**src/rtl/fpu_pkg.sv**
```systemverilog
// Shared definitions for the FPU tensor pipeline stages: state encoding for
// the forward ReLU sequencer and the FP32 constants it emits.
package fpu_pkg;

    typedef enum logic [2:0] {
        WAIT,
        HDR_N,
        HDR_CP,
        LOOP,
        RD,
        WR,
        DONE
    } relu_fwd_state_t;

    localparam logic [31:0] FP32_ZERO = 32'h0000_0000;
    localparam logic [31:0] FP32_ONE  = 32'h3F80_0000;
    localparam int          SIGN_BIT  = 31;

endpackage

```
**src/rtl/mem_req_ctl.sv**
```systemverilog
// Per-handle memory request controller: raises a read or write request, holds
// it until the memory answers, then latches read data and steps the pointer.
module mem_req_ctl
    import fpu_pkg::*;
(
    input  logic        clk,
    input  logic        rst_l,
    input  logic        req,
    input  logic        wr,
    input  logic [31:0] wdata,
    input  logic        ld_ptr,
    input  logic [31:0] ptr_init,
    input  logic        mem_done,
    input  logic [31:0] data_load,
    output logic        r_en,
    output logic        w_en,
    output logic        avail,
    output logic [31:0] ptr,
    output logic [31:0] data_store,
    output logic        cpl,
    output logic [31:0] rdata
);

    logic        r_en_q, r_en_d;
    logic        w_en_q, w_en_d;
    logic        avail_q, avail_d;
    logic [31:0] ptr_q, ptr_d;
    logic [31:0] data_store_q, data_store_d;
    logic [31:0] rdata_q, rdata_d;

    // A new request is only accepted while idle, so at most one is ever open.
    always_comb begin
        r_en_d       = r_en_q;
        w_en_d       = w_en_q;
        avail_d      = avail_q;
        ptr_d        = ptr_q;
        data_store_d = data_store_q;
        rdata_d      = rdata_q;
        cpl          = avail_q && mem_done;
        if (ld_ptr) begin
            ptr_d = ptr_init;
        end
        if (!avail_q && req) begin
            avail_d      = 1'b1;
            r_en_d       = !wr;
            w_en_d       = wr;
            data_store_d = wdata;
        end
        if (cpl) begin
            avail_d = 1'b0;
            r_en_d  = 1'b0;
            w_en_d  = 1'b0;
            ptr_d   = ptr_q + 32'd1;
            rdata_d = data_load;
        end
    end

    always_ff @(posedge clk) begin
        if (!rst_l) begin
            r_en_q       <= 1'b0;
            w_en_q       <= 1'b0;
            avail_q      <= 1'b0;
            ptr_q        <= 32'd0;
            data_store_q <= 32'd0;
            rdata_q      <= 32'd0;
        end else begin
            r_en_q       <= r_en_d;
            w_en_q       <= w_en_d;
            avail_q      <= avail_d;
            ptr_q        <= ptr_d;
            data_store_q <= data_store_d;
            rdata_q      <= rdata_d;
        end
    end

    assign r_en       = r_en_q;
    assign w_en       = w_en_q;
    assign avail      = avail_q;
    assign ptr        = ptr_q;
    assign data_store = data_store_q;
    assign rdata      = rdata_q;

endmodule

```
**src/rtl/relu_forward.sv**
```systemverilog
// Forward ReLU stage: copies the tensor header from a to d, then writes max(0,x)
// per element. Define RELU_FWD_MASK_EN to also emit a sign mask on handle b.
module relu_forward
    import fpu_pkg::*;
#(
    parameter int MAX_DIMS = 2
) (
    input  logic        clk,
    input  logic        rst_l,
    input  logic        go,
    output logic        a_r_en,
    output logic        a_w_en,
    output logic        a_avail,
    output logic [31:0] a_ptr,
    output logic [31:0] a_data_store,
    input  logic [31:0] a_data_load,
    input  logic        a_done,
    input  logic [31:0] a_region_begin,
    input  logic [31:0] a_region_end,
    output logic        b_r_en,
    output logic        b_w_en,
    output logic        b_avail,
    output logic [31:0] b_ptr,
    output logic [31:0] b_data_store,
    input  logic        b_done,
    input  logic [31:0] b_region_begin,
    input  logic [31:0] b_region_end,
    output logic        d_r_en,
    output logic        d_w_en,
    output logic        d_avail,
    output logic [31:0] d_ptr,
    output logic [31:0] d_data_store,
    input  logic        d_done,
    input  logic [31:0] d_region_begin,
    input  logic [31:0] d_region_end,
    output logic        done,
    output logic        err,
    output logic [31:0] count
);

`ifdef RELU_FWD_MASK_EN
    localparam bit mask_en = 1'b1;
`else
    localparam bit mask_en = 1'b0;
`endif

    relu_fwd_state_t state_q;
    logic [31:0] nd_q, idx_q, hold_q, x_q, count_q;
    logic        err_q;
    logic        a_iss_q, a_ok_q, d_iss_q, d_ok_q, b_iss_q, b_ok_q;
    logic        a_need, d_need, b_need, a_req, d_req, b_req, step_ok, ld_ptr;
    logic        a_cpl, d_cpl, b_cpl;
    logic [31:0] a_rdata, d_rdata, b_rdata, d_wdata, b_wdata, y, mask;
    logic        unused_ok;

    // Each step needs some set of handles; a step is over once every one of
    // them has reported completion, in whatever order the memories answer.
    always_comb begin
        y       = x_q[SIGN_BIT] ? FP32_ZERO : x_q;
        mask    = x_q[SIGN_BIT] ? FP32_ZERO : FP32_ONE;
        a_need  = (state_q == HDR_N) || (state_q == RD) ||
                  ((state_q == HDR_CP) && (idx_q < nd_q));
        d_need  = (state_q == HDR_CP) || (state_q == WR);
        b_need  = mask_en && d_need;
        a_req   = a_need && !a_iss_q;
        d_req   = d_need && !d_iss_q;
        b_req   = b_need && !b_iss_q;
        step_ok = (!a_need || a_ok_q) && (!d_need || d_ok_q) && (!b_need || b_ok_q);
        d_wdata = (state_q == WR) ? y : hold_q;
        b_wdata = (state_q == WR) ? mask : hold_q;
        ld_ptr  = (state_q == WAIT) && go;
    end

    always_ff @(posedge clk) begin
        if (!rst_l) begin
            state_q <= WAIT;
            err_q   <= 1'b0;
            count_q <= 32'd0;
            nd_q    <= 32'd0;
            idx_q   <= 32'd0;
            hold_q  <= 32'd0;
            x_q     <= 32'd0;
            a_iss_q <= 1'b0;
            a_ok_q  <= 1'b0;
            d_iss_q <= 1'b0;
            d_ok_q  <= 1'b0;
            b_iss_q <= 1'b0;
            b_ok_q  <= 1'b0;
        end else begin
            if (a_req) a_iss_q <= 1'b1;
            if (a_cpl) a_ok_q  <= 1'b1;
            if (d_req) d_iss_q <= 1'b1;
            if (d_cpl) d_ok_q  <= 1'b1;
            if (b_req) b_iss_q <= 1'b1;
            if (b_cpl) b_ok_q  <= 1'b1;
            if (step_ok && (a_need || d_need)) begin
                a_iss_q <= 1'b0;
                a_ok_q  <= 1'b0;
                d_iss_q <= 1'b0;
                d_ok_q  <= 1'b0;
                b_iss_q <= 1'b0;
                b_ok_q  <= 1'b0;
            end
            case (state_q)
                WAIT: begin
                    if (go) begin
                        err_q   <= 1'b0;
                        count_q <= 32'd0;
                        state_q <= HDR_N;
                    end
                end
                HDR_N: begin
                    if (step_ok) begin
                        nd_q   <= a_rdata;
                        hold_q <= a_rdata;
                        idx_q  <= 32'd0;
                        if ((a_rdata == 32'd0) || (a_rdata > 32'(MAX_DIMS))) begin
                            err_q   <= 1'b1;
                            state_q <= DONE;
                        end else begin
                            state_q <= HDR_CP;
                        end
                    end
                end
                // Word idx goes out on d while word idx+1 comes in from a.
                HDR_CP: begin
                    if (step_ok) begin
                        hold_q <= a_rdata;
                        idx_q  <= idx_q + 32'd1;
                        if (idx_q == nd_q) state_q <= LOOP;
                    end
                end
                LOOP: begin
                    if (d_ptr == d_region_end) begin
                        state_q <= DONE;
                    end else if (a_ptr == a_region_end) begin
                        err_q   <= 1'b1;
                        state_q <= DONE;
                    end else begin
                        state_q <= RD;
                    end
                end
                RD: begin
                    if (step_ok) begin
                        x_q     <= a_rdata;
                        state_q <= WR;
                    end
                end
                WR: begin
                    if (step_ok) begin
                        count_q <= count_q + 32'd1;
                        state_q <= LOOP;
                    end
                end
                DONE: begin
                    if (!go) state_q <= WAIT;
                end
                default: state_q <= WAIT;
            endcase
        end
    end

    mem_req_ctl u_a_ctl (
        .clk(clk), .rst_l(rst_l), .req(a_req), .wr(1'b0), .wdata(32'd0),
        .ld_ptr(ld_ptr), .ptr_init(a_region_begin), .mem_done(a_done),
        .data_load(a_data_load), .r_en(a_r_en), .w_en(a_w_en), .avail(a_avail),
        .ptr(a_ptr), .data_store(a_data_store), .cpl(a_cpl), .rdata(a_rdata)
    );

    mem_req_ctl u_d_ctl (
        .clk(clk), .rst_l(rst_l), .req(d_req), .wr(1'b1), .wdata(d_wdata),
        .ld_ptr(ld_ptr), .ptr_init(d_region_begin), .mem_done(d_done),
        .data_load(32'd0), .r_en(d_r_en), .w_en(d_w_en), .avail(d_avail),
        .ptr(d_ptr), .data_store(d_data_store), .cpl(d_cpl), .rdata(d_rdata)
    );

`ifdef RELU_FWD_MASK_EN
    // b walks in lockstep with d, so its pointer offset always matches d's.
    mem_req_ctl u_b_ctl (
        .clk(clk), .rst_l(rst_l), .req(b_req), .wr(1'b1), .wdata(b_wdata),
        .ld_ptr(ld_ptr), .ptr_init(b_region_begin), .mem_done(b_done),
        .data_load(32'd0), .r_en(b_r_en), .w_en(b_w_en), .avail(b_avail),
        .ptr(b_ptr), .data_store(b_data_store), .cpl(b_cpl), .rdata(b_rdata)
    );
`else
    assign b_r_en       = 1'b0;
    assign b_w_en       = 1'b0;
    assign b_avail      = 1'b0;
    assign b_ptr        = 32'd0;
    assign b_data_store = 32'd0;
    assign b_cpl        = 1'b0;
    assign b_rdata      = 32'd0;
`endif

    assign unused_ok = ^{b_done, b_region_begin, b_region_end, d_rdata, b_rdata, b_wdata};

    assign done  = (state_q == DONE);
    assign err   = err_q;
    assign count = count_q;

endmodule

```
**config.mk**
```make
export PLATFORM = sky130hd
export DESIGN_NAME = relu_forward
export DESIGN_NICKNAME = d
export VERILOG_FILES = /design/src/rtl/fpu_pkg.sv /design/src/rtl/mem_req_ctl.sv /design/src/rtl/relu_forward.sv
export SDC_FILE = /design/constraint.sdc
export NUM_CORES = 1
export LEC_CHECK = 0
export BUFFER_PORTS_ARGS = -buffer_cell sky130_fd_sc_hd__buf_4
export CAP_MARGIN = 20
export CELL_PAD_IN_SITES_DETAIL_PLACEMENT = 0
export CELL_PAD_IN_SITES_GLOBAL_PLACEMENT = 1
export CORE_MARGIN = 4
export CORE_UTILIZATION = 32
export CTS_BUF_LIST = sky130_fd_sc_hd__clkbuf_4 sky130_fd_sc_hd__clkbuf_8
export CTS_CLUSTER_DIAMETER = 50
export DETAILED_ROUTE_END_ITERATION = 10
export PLACE_DENSITY_LB_ADDON = 0.12
export REMOVE_ABC_BUFFERS = 1
export SLEW_MARGIN = 5
export SYNTH_ARGS = -nofsm -noshare
export SYNTH_HDL_FRONTEND = slang
export SYNTH_SLANG_ARGS = --single-unit
```
**constraint.sdc**
```tcl
create_clock -name clk -period 5.8 [get_ports clk]
set_clock_uncertainty 0.05 [all_clocks]
set_input_delay 0.29 -clock clk [delete_from_list [all_inputs] [get_ports clk]]
set_output_delay 0.29 -clock clk [all_outputs]
set_load 0.01 [all_outputs]
```
==> results.py, run 1 <==
metrics = {
    "setup_path": {
        "critPathSlowestCell": "dfxtp_1",
        "reg2reg_depth": 6,
        "crit_type": "register to register",
        "startpoint_type": "register",
        "critPathMaxStageDelay_ps": 790,
        "crit_path_end_kind": "register",
        "r2r-end": "count[8]",
        "r2r-start": "state_q[2]",
        "path_cells": "and3b_1, nand2_1, nand2_1, o21ai_0, a22oi_1, nor2b_1",
        "arrival_ps": 4190,
        "rrSetupSlack_ps": 2090,
        "cp_data_required_time_ps": 6270,
        "critPathMaxFanout": 26,
        "crit_top_cell": "nand2_1",
    },
    "clocking": {
        "clockBufferDepth": 3,
        "cts-resized-gates": 0,
        "cts_buffers": 58,
        "clockRootBuffer": "clkbuf_8",
        "ctsHtreeMaxLevel": 2,
        "insertion_delay_ps": 660,
        "cts_sinks": 298,
        "clk_pin_slew_ps": 60,
        "tritoncts": "yes",
    },
    "timing": {
        "holdWs_ps": 117.0,
        "worst_pin_slew_ps": 1008,
        "hold_violations": 0,
        "maxSlewViolCount": 0,
        "rsz0062_at_grt": "false",
        "fin_crit_ps": 3711,
        "relSlewSlack": 0.3221,
        "setup_ws_ps": 2089,
        "setup_tns_ps": 0,
        "setup_violations": 0,
        "fmax_ghz": 0.2695,
        "min_period_over_period": 0.6398,
    },
    "pwr": {
        "p_leak_nw": 7.806,
        "p_per_area_nw_per_um2": 323.6,
        "vdd_ir_drop_max_v": 0.0001456,
    },
    "yosys": {
        "netlist_instances": 2044,
        "dominantRegCellSynth": "dfxtp_1",
        "avgSynthCellArea_sq_um": 7.838,
        "synth_enable_flop_cells": 0,
        "ys_types": 73,
        "async_flop_share": 0,
        "ys_ff_latch": 298,
        "synth_area_sq_um": 16020,
        "synth-seq-area-share": 0.3724,
        "synth_warnings": 0,
    },
    "routing": {
        "vias": 15470,
        "wire_per_inst_microns": 17.40,
        "drt_pass1_iterations": 5,
        "avgViaCountPerCell": 5.005,
        "drc_errors": 0,
        "first_iter_violations": 823,
        "ant_nets": 0,
        "routed_wl_microns": 53790,
    },
    "cells_and_area": {
        "final_nets": 2645,
        "final_util": 0.4183,
        "syn2layout_area_growth_pct": 28.59,
        "drive_gt1_frac": 0.1872,
    },
    "min_path": {
        "worstHoldStart": "rst_l",
        "holdCritPathClass": "input port to register",
        "hold_end": "u_a_ctl.ptr[24]",
        "whs_path_depth": 3,
    },
    "floorplan": {
        "die_w_microns": 231.8,
        "io_pins": 465,
        "initial_utilization": 0.3253,
        "core_area_sq_um": 49250,
        "fp.dieH_microns": 231.8,
        "num_rows": 81,
        "die_area_sq_um": 53710,
    },
    "place": {
        "place_congestion": 0.8333,
        "dpl.hpwl_microns": 37210,
        "numPortBuffers": 298,
        "pre_cts_slack_ps": 2081,
    },
    "global_route": {
        "track_usage": 0.1919,
        "grt_pass1_vias": 14930,
        "grt_max_degree": 91,
        "grt_pass1_wl_microns": 83520,
        "antenna_found_initial": 3,
        "grt.overflow.total": 0,
    },
    "flow_run": {
        "drv_cap": 0,
    },
    "outcome": {
        "status": "complete, no violations",
    },
}
cell type report:
type	count	area [sq um]
Multi-Input combinational cell	1563	8939
Tap cell	664	830.8
Timing Repair Buffer	415	3382
Sequential cell	298	5966
Clock buffer	90	1145
Inverter	43	161.4
Fill cell	5126	28650
Clock inverter	16	173.9
Antenna cell	2	5.005
worst max-delay path: cells and delay by family (launching register included):
family	cells	cell delay (ps)
flops	1	790
compound gates	2	440
simple gates	4	2310
where the power goes:
group	total (mW)	internal [mW]	switching (mW)	leakage, nW
clock	2.36	1.39	0.967	0.706
combinational	1.70	0.743	0.957	4.69
sequential	2.61	2.26	0.344	2.41
worst max path at each step:
stage | start | endpoint | slack, ps | cells past startpoint
floorplan | state_q[2] | u_d_ctl.data_store[31] | 930 | 5
global placement | state_q[2] | count[8] | 2150 | 6
detailed placement | state_q[2] | count[8] | 2080 | 6
CTS | state_q[2] | count[8] | 2090 | 6
global route | state_q[2] | count[7] | 1840 | 6
finish | state_q[2] | count[8] | 2090 | 6
cell usage in the layout, fill, tap and decap left out, drive strengths merged, types with 15 or more instances in the layout:
cell         synthesis  final
a211oi              49     49
clkbuf             117     90
o21ai              128    128
and3                26     26
a31oi               21     21
nor2b               23     23
xnor2               33     33
buf                123    318
nor3b               37     37
a21oi              136    136
dlygate4sd3          0     97
dfxtp              298    298
conb                 1    101
nor3                34     34
ha                  36     36
nand3               77     77
nand4               42     42
nand2              346    346
or4                 16     16
inv                 43     45
nor4                33     33
a21boi              96     96
xor2                38     38
nor2               124    124
and2                20     20
a311oi              15     15
cells by family (layout without fill, tap and decap cells):
kind of cell	count (synthesis)	count (layout)	share of synthesized area
AND/OR/NAND/NOR	812	812	0.2437
multiplexers	1	1	0.0006248
buffers and inverters	283	564	0.09590
AO/OA/AOI/OAI	542	542	0.2202
XOR/XNOR	71	71	0.03881
other	1	103	0.0002341
adder cells (fa/ha/maj)	36	36	0.02811
flip-flops	298	298	0.3724
stage by stage:
| step | power [mW] | std cells | instance area [sq um] |
|---|---|---|---|
| final | 6.666 | 3091 | 20600 |
| after global placement | 4.283 | 2884 | 18270 |
| after detailed placement | 4.305 | 2885 | 18280 |
| after CTS | 6.768 | 3088 | 20570 |
| after floorplan | 3.448 | 1904 | 15020 |
| after global routing | 7.062 | 3090 | 20600 |
layer usage:
metal | vias to the layer above | GRT usage | share of wire
met5 | - | 0 | 0.00019
met4 | 2 | 0.05100 | 0.023
met3 | 87 | 0.04073 | 0.051
met1 | 7274 | 0.2478 | 0.44
li1 | 7726 | - | -
met2 | 380 | 0.3262 | 0.48
timing repair:
action,4_1_cts,5_1_grt
hold buffers,97,0
hold endpoints to repair,97,0
buffers inserted,0,0
cell usage after synthesis, drive strengths merged (3+ instances only):
| cell type | count | share of area |
|---|---|---|
| o221ai | 3 | 0.0016 |
| xor2 | 38 | 0.021 |
| nand4 | 42 | 0.017 |
| and4 | 8 | 0.0044 |
| a22oi | 12 | 0.0056 |
| ha | 36 | 0.028 |
| o21ai | 128 | 0.041 |
| clkbuf | 117 | 0.027 |
| and3 | 26 | 0.010 |
| o21a | 11 | 0.0052 |
| o31ai | 14 | 0.0066 |
| nor2 | 124 | 0.029 |
| dfxtp | 298 | 0.37 |
| a311oi | 15 | 0.0082 |
| a211oi | 49 | 0.023 |
| or2 | 3 | 0.0012 |
| a21boi | 96 | 0.045 |
| o211a | 6 | 0.0037 |
| or4 | 16 | 0.0075 |
| a21o | 9 | 0.0042 |
| and2 | 20 | 0.0078 |
| a221oi | 9 | 0.0049 |
| nand2b | 3 | 0.0012 |
| nand2 | 346 | 0.081 |
| buf | 123 | 0.058 |
| a41oi | 3 | 0.0016 |
| a21oi | 136 | 0.043 |
| o2111ai | 4 | 0.0022 |
| nand3 | 77 | 0.024 |
| a31o | 3 | 0.0016 |
| nor4 | 33 | 0.014 |
| xnor2 | 33 | 0.018 |
| a31oi | 21 | 0.0091 |
| o211ai | 10 | 0.0050 |
| inv | 43 | 0.010 |
| or3 | 13 | 0.0051 |
| nor2b | 23 | 0.0090 |
| nor3 | 34 | 0.011 |
| nor3b | 37 | 0.017 |
flip-flops by register name, summed over array words and instances, names as in the netlist, 3 cells and up:
register and cells:
state_q 3, hold_q 32, nd_q 32, u_d_ctl.data_store 32, idx_q 32, x_q 32, count 32, u_d_ctl.ptr 32
u_a_ctl.rdata 32, u_a_ctl.ptr 32
(Power assumes the default switching activity.)
==> run 2: changes to the inputs <==
ABC_AREA = 1   (was default)
clock period = 3.1 ns   (was 5.8 ns; I/O delays follow)
==> run 2 against run 1 <==
  * Worst setup slack worse by 1800 ps
  * Register-to-register slack worse by 1800 ps
  * Sequential share of layout area is 1.3 points lower
==> results.py, run 2 <==
metrics = {
    "routing": {
        "first_iter_violations": 912,
        "drt_pass1_iterations": 7,
        "wire_per_inst_microns": 15.85,
        "routed_wl_microns": 56320,
        "vias": 16860,
        "avgViaCountPerCell": 4.744,
        "ant_nets": 0,
        "drc_errors": 0,
    },
    "cells_and_area": {
        "final_nets": 3099,
        "final_cell_mix": "nand2_1, buf_4, nor2_1",
        "syn2layout_area_growth_pct": 30.02,
        "drive_gt1_frac": 0.1690,
        "fin_cells": 3553,
        "layout_commonest_cell": "nand2_1",
    },
    "timing": {
        "fmax_ghz": 0.3502,
        "fin_crit_ps": 2855,
        "setup_tns_ps": 0,
        "setup_violations": 0,
        "setup_ws_ps": 244.9,
        "holdWs_ps": 153.4,
        "min_period_over_period": 0.9210,
        "hold_violations": 0,
        "maxSlewViolCount": 0,
        "relSlewSlack": 0.5208,
        "worst_pin_slew_ps": 718.8,
    },
    "setup_path": {
        "critPathMaxFanout": 28,
        "crit_path_end_kind": "register",
        "worstSetupStartpoint": "u_d_ctl.w_en",
        "reg2reg_depth": 10,
        "arrival_ps": 3370,
        "cp_data_required_time_ps": 3620,
        "r2r-start": "u_d_ctl.w_en",
        "crit_type": "register to register",
        "startpoint_type": "register",
    },
    "yosys": {
        "netlist_instances": 2440,
        "ys_ff_latch": 298,
        "synthSimpleGateAreaFrac": 0.2615,
        "dominantRegCellSynth": "dfxtp_1",
        "synth_warnings": 0,
        "synth-seq-area-share": 0.3594,
        "yosys.area.top_type": "dfxtp_1",
        "synth_area_leaders": "dfxtp_1, nand2_1, nor2_1",
        "synth-xor-area-share": 0.05856,
        "synth_fa_ha_area_frac": 0.02713,
        "async_flop_share": 0,
        "yosysTopAreaCellShare": 0.3594,
        "synth_area_sq_um": 16600,
        "synthTopCellsByCount": "nand2_1, nor2_1, dfxtp_1",
        "avgSynthCellArea_sq_um": 6.804,
        "synth_top_family_by_area": "simple AND/OR/NAND/NOR gates",
        "synth.most_common_cell": "nand2_1",
        "muxShareOfSynthArea": 0,
        "synth_compound_area_frac": 0.1669,
        "ys_types": 47,
        "synth_enable_flop_cells": 0,
    },
    "flow_run": {
        "drv_cap": 0,
    },
    "global_route": {
        "track_usage": 0.1947,
        "grt_max_degree": 90,
        "antenna_found_initial": 4,
        "grt.overflow.total": 0,
        "grt_pass1_wl_microns": 89880,
        "grt_pass1_vias": 16640,
    },
    "pwr": {
        "vdd_ir_drop_max_v": 0.0004312,
        "p_per_area_nw_per_um2": 739.2,
        "p_leak_nw": 8.746,
    },
    "floorplan": {
        "num_rows": 83,
        "initial_utilization": 0.3236,
        "core_area_sq_um": 51300,
        "die_w_microns": 235.8,
        "fp.dieH_microns": 235.8,
        "io_pins": 465,
        "die_area_sq_um": 55590,
    },
    "clocking": {
        "cts_sinks": 298,
        "clk_pin_slew_ps": 60,
        "tritoncts": "yes",
        "cts_buffers": 56,
        "insertion_delay_ps": 630,
        "ctsHtreeMaxLevel": 2,
        "clockBufferDepth": 3,
        "clockRootBuffer": "clkbuf_8",
    },
    "outcome": {
        "status": "complete, no violations",
    },
    "place": {
        "dp.cells": 3339,
        "numPortBuffers": 298,
        "dpl.hpwl_microns": 39580,
        "pre_cts_slack_ps": 101.3,
        "place_congestion": 0.8821,
    },
    "min_path": {
        "worstHoldStart": "a_done",
        "whs_path_depth": 3,
        "holdCritPathClass": "input port to register",
    },
}
[run 2: changes by cell type in the layout (fill, tap and decap cells not counted), moves of 33 or more]
cell      previous run  this run
xor2_1              38        71
a211oi_1            49         2
nor3b_1             37         1
nand2_1            344       476
nor2_1             121       300
o21ai_0            123       217
inv_1               42       212
a21oi_1            135       211
a21boi_0            96         0
[run 2: final timing paths]
kind              slack (ps)          endpoint
setup / recovery         240    u_d_ctl.ptr[9]
hold / removal           150  u_a_ctl.rdata[8]
setup reg to reg         240    u_d_ctl.ptr[9]
hold reg to reg          390           x_q[29]
[run 2: report_power, final]
group | switching, mW | total, mW | internal (mW) | leakage, nW
clock network | 1.72 | 3.98 | 2.26 | 0.616
logic | 3.82 | 6.29 | 2.48 | 5.70
registers | 0.908 | 5.68 | 4.77 | 2.43
[run 2: per-layer routing]
layer	track usage	part of all wire
met2	0.3236	0.47
met3	0.03737	0.050
met1	0.2566	0.46
met4	0.06015	0.024
met5	0	0
[run 2: cell families after synthesis]
family / count (synthesis)
simple gates: 1036
compound gates: 519
buf+inv: 439
flops: 298
xor+xnor: 111
fa+ha+maj: 36
other cells: 1
[run 2: cell type report]
| cell class | count | area, sq um |
|---|---|---|
| Antenna cell | 3 | 7.507 |
| Clock buffer | 89 | 1119 |
| Clock inverter | 6 | 36.28 |
| Fill cell | 5494 | 29720 |
| Inverter | 222 | 840.8 |
| Multi-Input combinational cell | 1803 | 8944 |
| Sequential cell | 298 | 5967 |
| Tap cell | 680 | 850.8 |
| Timing Repair Buffer | 452 | 3820 |
[run 2: metrics by stage]
step | power [mW] | utilization | area (sq um)
CTS | 16.13 | 0.4199 | 21540
detailed placement | 11.89 | 0.3752 | 19250
floorplan | 8.961 | - | 15710
finish | 15.96 | 0.4207 | 21580
global placement | 11.79 | 0.3752 | 19250
global route | 17.23 | 0.4207 | 21580
[run 2: worst max-delay path, cell delays in order, from the launching register on]
cell           delay (ps)
dfxtp_1               510
nand2_1               400
inv_4                 410
nor2_2                 70
buf_4                 220
inv_1                 200
o211ai_1              120
o311ai_0              110
nand2_1                90
dlygate4sd3_1         580
inv_1                  50
[run 2: timing repair]
item	CTS	global route
hold buffers	114	0
hold endpoints to repair	119	0
buffers inserted	0	2
gates resized for setup	0	7
endpoints found under the setup margin	0	102
==> run 3: changes to the inputs <==
CORE_UTILIZATION = 34   (was 32)
clock period = 2.3 ns   (was 3.1 ns; I/O delays follow)
==> run 3 against run 2 <==
  * The flow now finishes with violations (negative setup slack)
  * Register-to-register slack worse by 580 ps
  * Final area increased by 14%
  * Final cell count increased by 4.0%
  * Count of clock-buffer cells in the layout unchanged
  * Maximum frequency is 8.5% higher
  * Flip-flop and latch count stayed put
  * Sequential share of layout area is 3.4 points lower
  * Wire length grew 11%
  * Die area shrank 5.7%
  * Via count grew 6.0%
  * Critical path type unchanged
==> results.py, run 3 (synthesized netlist as in run 2, its figures left out) <==
metrics = {
    "floorplan": {
        "num_rows": 80,
        "initial_utilization": 0.3455,
        "core_area_sq_um": 48050,
        "fp.dieH_microns": 229.0,
        "io_pins": 465,
        "die_w_microns": 229.0,
        "die_area_sq_um": 52430,
    },
    "timing": {
        "maxSlewViolCount": 0,
        "hold_violations": 0,
        "fin_crit_ps": 2631,
        "setup_tns_ps": -37760,
        "setup_violations": 167,
        "rsz0062_at_grt": "true",
        "fmax_ghz": 0.3801,
        "worst_pin_slew_ps": 854.9,
        "min_period_over_period": 1.144,
        "setup_ws_ps": -330.9,
        "relSlewSlack": 0.4248,
        "holdWs_ps": 15.77,
    },
    "routing": {
        "avgViaCountPerCell": 4.834,
        "ant_nets": 0,
        "routed_wl_microns": 62700,
        "first_iter_violations": 943,
        "wire_per_inst_microns": 16.97,
        "drt_pass1_iterations": 5,
        "drc_errors": 0,
        "wl_met3_microns": 3387,
        "met2_length_microns": 29830,
        "m1WireLength_microns": 28260,
        "vias": 17870,
        "highest_layer": "met4",
    },
    "setup_path": {
        "worstSetupStartpoint": "nd_q[27]",
        "crit_path_end_kind": "register",
        "critPathSlowestCell": "dfxtp_2",
        "rrSetupSlack_ps": -330,
        "crit_top_cell": "nand2_4",
        "startpoint_type": "register",
        "critPathMaxStageDelay_ps": 330,
        "crit_type": "register to register",
        "r2r-start": "nd_q[27]",
        "path_buf_inv": 5,
        "arrival_ps": 3110,
        "cp_data_required_time_ps": 2780,
        "path_cells": "inv_2, ha_4, nand2_4, nor2_4, and2_4, nand2_4, nor3_4, nand2_1, nand2_2, nand2_4, a21boi_4, buf_6, buf_6, nand2_8, buf_12, clkbuf_16, nand2_1, a21oi_1",
        "cp_top_family": "simple AND/OR/NAND/NOR gates",
        "critPathMaxFanout": 6,
    },
    "clocking": {
        "cts_sinks": 298,
        "tritoncts": "yes",
        "ctsHtreeMaxLevel": 2,
        "insertion_delay_ps": 660,
        "clockRootBuffer": "clkbuf_8",
        "clockBufferDepth": 3,
        "clk_pin_slew_ps": 60,
        "cts_buffers": 57,
    },
    "outcome": {
        "status": "complete, but fails checks",
        "failed_checks": "negative setup slack",
    },
    "global_route": {
        "grt_max_degree": 65,
        "grt.overflow.total": 0,
        "antenna_found_initial": 4,
        "grt_pass1_wl_microns": 94540,
        "track_usage": 0.2200,
        "grt_pass1_vias": 17390,
    },
    "pwr": {
        "seq_power_share": 0.284,
        "clkPwrFrac": 0.220,
        "combPwrFrac": 0.496,
        "p_per_area_nw_per_um2": 1076,
        "internal_power_mw": 15.99,
        "swShare": 0.3960,
        "switchingPower_mw": 10.48,
        "p_leak_nw": 10.18,
        "vdd_ir_drop_max_v": 0.0005461,
    },
    "cells_and_area": {
        "final_cell_mix": "buf_4, nand2_1, dfxtp_1",
        "layout_commonest_cell": "buf_4",
        "n_fill_cell": 4875,
        "fin_cells": 3696,
        "syn2layout_area_growth_pct": 48.12,
        "drive_gt1_frac": 0.2865,
        "final_nets": 3306,
    },
    "place": {
        "place_congestion": 0.8551,
        "dp.cells": 3434,
        "numPortBuffers": 298,
        "dpl.hpwl_microns": 42320,
    },
    "flow_run": {
        "drv_cap": 0,
    },
    "min_path": {
        "holdCritPathClass": "input port to register",
        "worstHoldStart": "a_done",
    },
}
-- run 3: layer usage --
metal	up-vias	track usage
met5	-	0
met4	0	0.05040
met3	88	0.04200
met2	460	0.3711
met1	8286	0.2921
li1	9031	-
-- run 3: final timing paths --
| check | end | cells past startpoint |
|---|---|---|
| worst max-delay path | idx_q[26] | 18 |
| worst min-delay path | u_a_ctl.ptr[6] | 4 |
| worst max register to register | idx_q[26] | 18 |
| worst min register to register | x_q[21] | 2 |
-- run 3: cell type report --
cell class | instances | area [sq um] | share of cell area
Antenna cell | 3 | 7.507 | 0.0003053
Clock buffer | 89 | 1094 | 0.04447
Clock inverter | 8 | 148.9 | 0.006055
Inverter | 222 | 845.8 | 0.03440
Multi-Input combinational cell | 1805 | 9871 | 0.4014
Sequential cell | 298 | 5973 | 0.2429
Tap cell | 615 | 769.5 | 0.03129
Timing Repair Buffer | 656 | 5879 | 0.2391
-- run 3: power by group through the flow --
stage | registers, mW | clock network [mW] | logic, mW
after floorplan | 7.67 | 0 | 4.41
after global placement | 7.54 | 0 | 9.29
after detailed placement | 7.55 | 0 | 9.38
after CTS | 7.47 | 5.99 | 11.3
after global routing | 7.69 | 6.25 | 14.2
final | 7.52 | 5.83 | 13.1
-- run 3: timing repair --
action | in CTS | in global routing
gates cloned | 9 | 15
buffers inserted | 33 | 17
endpoints found under the hold margin | 139 | 0
endpoints found under the setup margin | 172 | 189
resized for setup | 120 | 222
hold buffers | 107 | 0
pin swaps | 23 | 60
-- run 3: through the flow --
| step | utilization | setup WS (ps) | instance area [sq um] | total power, mW |
|---|---|---|---|---|
| 6_report | 0.5118 | -330.9 | 24590 | 26.47 |
| 5_1_grt | 0.5118 | -423.3 | 24590 | 28.17 |
| 4_1_cts | 0.4866 | -328.1 | 23380 | 24.79 |
| 3_5_place_dp | 0.4247 | -514.4 | 20400 | 16.93 |
| 3_3_place_gp | 0.4247 | -514.1 | 20400 | 16.83 |
| 2_1_floorplan | - | -2802 | 15710 | 12.08 |
-- run 3: worst reg2reg max path, stage by stage, from the launching register on --
cell	delay (ps)
dfxtp_2	330
inv_2	50
ha_4	280
nand2_4	60
nor2_4	100
and2_4	160
nand2_4	60
nor3_4	130
nand2_1	90
nand2_2	130
nand2_4	80
a21boi_4	180
buf_6	130
buf_6	110
nand2_8	120
buf_12	180
clkbuf_16	160
nand2_1	60
a21oi_1	60
